<file path="src/rtl/alu_shifter_pipe.sv">
// Pipelined shifter/rotator: SLL, SRL, SRA, ROL, ROR with one registered stage per amount bit.
// Rotate modes exist only when ALU_SHIFTER_ROTATE_EN is defined; otherwise they report illegal.
module alu_shifter_pipe #(
    parameter int WIDTH = 32,
    parameter int LOG2W = $clog2(WIDTH)
) (
    input  logic             clk,
    input  logic             clear_n,
    input  logic             in_valid,
    output logic             in_ready,
    input  logic [WIDTH-1:0] in_data,
    input  logic [LOG2W:0]   in_amount,
    input  logic [2:0]       in_mode,
    output logic             out_valid,
    input  logic             out_ready,
    output logic [WIDTH-1:0] out_data,
    output logic             out_illegal
);

    typedef enum logic [2:0] {
        MODE_SLL = 3'b000,
        MODE_SRL = 3'b001,
        MODE_SRA = 3'b010,
        MODE_ROL = 3'b011,
        MODE_ROR = 3'b100
    } mode_e;

    typedef struct packed {
        logic             valid;
        logic             left;
        logic             rot;
        logic             ovr;
        logic             fill;
        logic             ill;
        logic [LOG2W-1:0] amt;
        logic [WIDTH-1:0] data;
    } stage_t;

    stage_t decoded;
    stage_t st [0:LOG2W];
    stage_t last;
    logic   advance;

    // NOTE: in_ready is combinational from out_ready so a stalled consumer blocks new requests in the same cycle.
    assign advance  = !out_valid || out_ready;
    assign in_ready = advance;
    assign last     = st[LOG2W];

    // One stage: shift by 2^k when amount bit k is set; right shifts shift in the fill bit.
    function automatic stage_t step(input stage_t s, input int k);
        stage_t           r;
        logic [LOG2W-1:0] a;
        logic [WIDTH-1:0] fill_mask;
        int               sh;
        r         = s;
        a         = s.amt >> k;
        sh        = 1 << k;
        fill_mask = {WIDTH{s.fill}} & ~({WIDTH{1'b1}} >> sh);
        if (a[0]) begin
            if (s.left) r.data = s.data << sh;
            else        r.data = (s.data >> sh) | fill_mask;
`ifdef ALU_SHIFTER_ROTATE_EN
            if (s.rot)
                r.data = r.data | (s.left ? (s.data >> (WIDTH - sh)) : (s.data << (WIDTH - sh)));
`endif
        end
        return r;
    endfunction

    // NOTE: every default is assigned first so no path through the case leaves a field unassigned (no latch).
    always_comb begin
        decoded       = '0;
        decoded.valid = in_valid;
        decoded.amt   = in_amount[LOG2W-1:0];
        decoded.data  = in_data;
        case (in_mode)
            MODE_SLL: decoded.left = 1'b1;
            MODE_SRL: decoded.left = 1'b0;
            MODE_SRA: decoded.fill = in_data[WIDTH-1];
`ifdef ALU_SHIFTER_ROTATE_EN
            MODE_ROL: begin
                decoded.left = 1'b1;
                decoded.rot  = 1'b1;
            end
            MODE_ROR: decoded.rot = 1'b1;
`endif
            default:  decoded.ill = 1'b1;
        endcase
        decoded.ovr = in_amount[LOG2W] && !decoded.rot;
    end

    // NOTE: the data registers are reset too, so nothing from before a reset can ever leak out.
    always_ff @(posedge clk or negedge clear_n) begin
        if (!clear_n)     st[0] <= '0;
        else if (advance) st[0] <= decoded;
    end

    for (genvar k = 1; k <= LOG2W; k++) begin : g_stage
        always_ff @(posedge clk or negedge clear_n) begin
            if (!clear_n)     st[k] <= '0;
            else if (advance) st[k] <= step(st[k-1], k - 1);
        end
    end

    // Final register applies illegal and overshoot overrides so the result leaves registered.
    always_ff @(posedge clk or negedge clear_n) begin
        if (!clear_n) begin
            out_valid   <= 1'b0;
            out_data    <= '0;
            out_illegal <= 1'b0;
        end else if (advance) begin
            out_valid   <= last.valid;
            out_illegal <= last.valid && last.ill;
            if (last.ill)      out_data <= '0;
            else if (last.ovr) out_data <= {WIDTH{last.fill}};
            else               out_data <= last.data;
        end
    end

endmodule

</file>
<file path="config.mk">
export PLATFORM = sky130hd
export DESIGN_NAME = alu_shifter_pipe
export DESIGN_NICKNAME = d
export VERILOG_FILES = /design/src/rtl/alu_shifter_pipe.sv
export SDC_FILE = /design/constraint.sdc
export NUM_CORES = 1
export LEC_CHECK = 0
export CAP_MARGIN = 30
export CORE_ASPECT_RATIO = 0.6
export CORE_MARGIN = 5
export CORE_UTILIZATION = 60
export DETAILED_ROUTE_END_ITERATION = 10
export PLACE_DENSITY = 0.8
export SLEW_MARGIN = 40
export SYNTH_ARGS = -nofsm -noshare
export SYNTH_HDL_FRONTEND = slang
export SYNTH_SLANG_ARGS = --single-unit
</file>
<file path="constraint.sdc">
create_clock -name clk -period 1.45 [get_ports clk]
set_clock_uncertainty 0.05 [all_clocks]
set_input_delay 0.29 -clock clk [delete_from_list [all_inputs] [get_ports clk]]
set_output_delay 0.29 -clock clk [all_outputs]
set_load 0.02 [all_outputs]
</file>
==> run metrics <==
Primary FF master, synth=dfrtp_1; area grow syn2layout=30.41%; FFs w/ async S/R, synth=100.0%; latest clock arrival within the worst-skew pair=0.54 ns; min Tclk post-route=1.680 ns; commonest non-fill, non-tap cells in the layout=271 x nand2_1, 268 x dfrtp_1, 184 x nor2_1, 101 x a21o_1, 100 x mux2i_1; Die Span Y=123.4 um; CTS max path bufs=3; fin area=16770 um^2; relative slew slack=61.49%; H-tree Lvls=1; min-delay worst type=input port to async pin; CTS tree=done; router iterations before antenna repair=6; RSZ-0062 raised after global routing=yes; CP required=1.81 ns; Synth Cell Area=12860 um^2; Yosys cell types=34; drt total wl=42.68 mm; Syn Inst Count=1339; share of post-route cells with drive strength above 1=22.48%; Crit Path Class=flip-flop to flip-flop; placed inst area=14230 um^2; GRT Util Overall=29.31%; Yosys warning total=0; fin crit share=115.9%; largest net degree at the start of global routing=85; Avg WL per Cell=24.56 um; Max VDD drop=1452 uV; main area contributors after synthesis=dfrtp_1 53%, nand2_1 8.1%, mux2i_1 7.9%, a211oi_1 6.9%, a21o_1 5.9%; EDFF count, synth=0; CP Capture Type=flip-flop; final setup violation count=159; met1 WL=15.94 mm; Die ar.=24560 um^2; vias in the first global route=10565; fmax=595.1 MHz; area leader, netlist=dfrtp_1; total gr overflow=0; Power Dens Cells=2520 nW/um^2; TritonCTS Buffers=25; crit path launch type=flip-flop; Diodes inserted=0; Seq/Total Area, Yosys=52.52%; Worst Path Arrival=2.04 ns; final hold viol count=0; Mapped Avg Cell Area=9.607 um^2; final worst setup slack=-0.2305 ns; Slew @ Worst Pin=0.5770 ns; # clock sinks=270; outcome=complete, but fails checks; Final ANT Viol Nets=0; Post-Syn Nets=1384; most common cell after layout, fill and taps aside=nand2_1; Die W=199.0 um; CTS Root Cell=clkbuf_16; initial DRC count=1747; initial antenna violation count=0; final layout net count=1486; core footprint=21030 um^2; failing checks=negative setup slack; top sig layer=met4; Sum Neg Setup Slack=-17.57 ns; critical path fanouts, max=16; clock-pin slew on the worst setup and hold paths=0.07 ns; first-pass GRT wire length=57.68 mm; #FFs+latches synth=270; final design utilization=79.76%; DRC errors left=0; PortBufs=79; Starting Density=61.16%; top-area cell type share of the netlist area=52.52%; max-cap violations=0; IO Pins=80; Cell Rows=41; Leak=7.592 nW; Placer Congestion=0.8439; WL met2=18.86 mm; detailed placement HPWL=21.41 mm; drt via density=6.811; vias=11837; met3 routed WL=5.538 mm; Slew Limit Fails=0
cell families (layout without fill, tap and decap cells):
family | count (synthesis) | after routing | synth area share (%)
DFF | 270 | 270 | 52.52
buffers and inverters | 120 | 240 | 5.107
muxes | 101 | 101 | 7.859
AOI/OAI and AO/OA | 339 | 339 | 18.76
and+or+nand+nor | 509 | 509 | 15.75
path summary, 6_finish.rpt:
| kind | startpoint | end | slack (ns) | depth (start not counted) |
|---|---|---|---|---|
| max | out_valid | last[22] | -0.23 | 7 |
| min | clear_n | out_valid | 0.09 | 2 |
| max reg2reg | out_valid | last[22] | -0.23 | 7 |
| min reg2reg | st[165] | st[165] | 0.42 | 2 |
| max in group asynchronous | clear_n | out_data[0] | 0.60 | 3 |
| min in group clk | in_data[30] | st[245] | 0.23 | 3 |
area by class of cell:
type | count | area, um^2
clock inverter | 3 | 43.79
timing repair buffer | 189 | 2414
fill | 1135 | 4258
tap | 279 | 349.1
clock buffer | 42 | 769.5
multi-input combinational | 949 | 6415
inverter | 6 | 25.02
sequential | 270 | 6759
worst max-delay path, stage by stage (launching register included):
cell      delay (ns)
dfrtp_2         0.41
nor2b_4         0.15
buf_12          0.13
buf_12          0.15
buf_6           0.12
nor3_4          0.23
buf_12          0.21
a211oi_1        0.11
power by group:
part           switching (mW)  internal [mW]  total (mW)
combinational            10.9           9.17        20.1
clock                    3.01           3.78        6.79
sequential               4.42           11.0        15.4
total                    18.3           23.9        42.3
Yosys cell counts (2+ instances only):
master      n
clkbuf_1   25
buf_6      11
nand2_1   278
a211oi_2    7
and3_1      4
nor2_1    185
o21ai_0    45
nor3_1     24
dfrtp_1   270
a21oi_1    35
buf_4      11
nand2b_1    4
nand3_1     2
nor2b_1     5
a211oi_1  118
clkbuf_2    3
nand3b_1    2
a21o_1    101
buf_2      60
inv_1       3
a221oi_1   29
inv_2       2
buf_1       3
nor3_4      2
mux2i_1   101
timing repair:
action	4_1_cts	5_1_grt
buffers inserted	16	9
gates cloned	12	10
setup endpoints to repair	223	236
gates resized for setup	275	102
pin swaps	25	16
endpoints found under the hold margin	270	0
hold buffers	1	0
routing by layer:
metal	vias up	GRT usage (%)
li1	4846	-
met4	0	7.131
met2	958	43.15
met3	261	7.843
met5	-	0
met1	5772	43.76
stage by stage:
step | setup slack, ns | hold slack [ns] | power [mW] | instances
detailed placement | -0.5990 | 0.04103 | 28.61 | 1653
finish | -0.2305 | 0.08923 | 42.27 | 1738
floorplan | 0.02747 | -0.05559 | 23.39 | 1339
CTS | -0.1887 | 0.08034 | 37.98 | 1725
global route | -0.2663 | 0.1115 | 43.78 | 1738
global placement | -0.5609 | 0.03988 | 27.91 | 1653
registers in the layout, summed over array words and instances (netlist names):
signal       cells
out_valid        1
out_data        32
out_illegal      1
st             200
last            36
(Power assumes the default switching activity.)
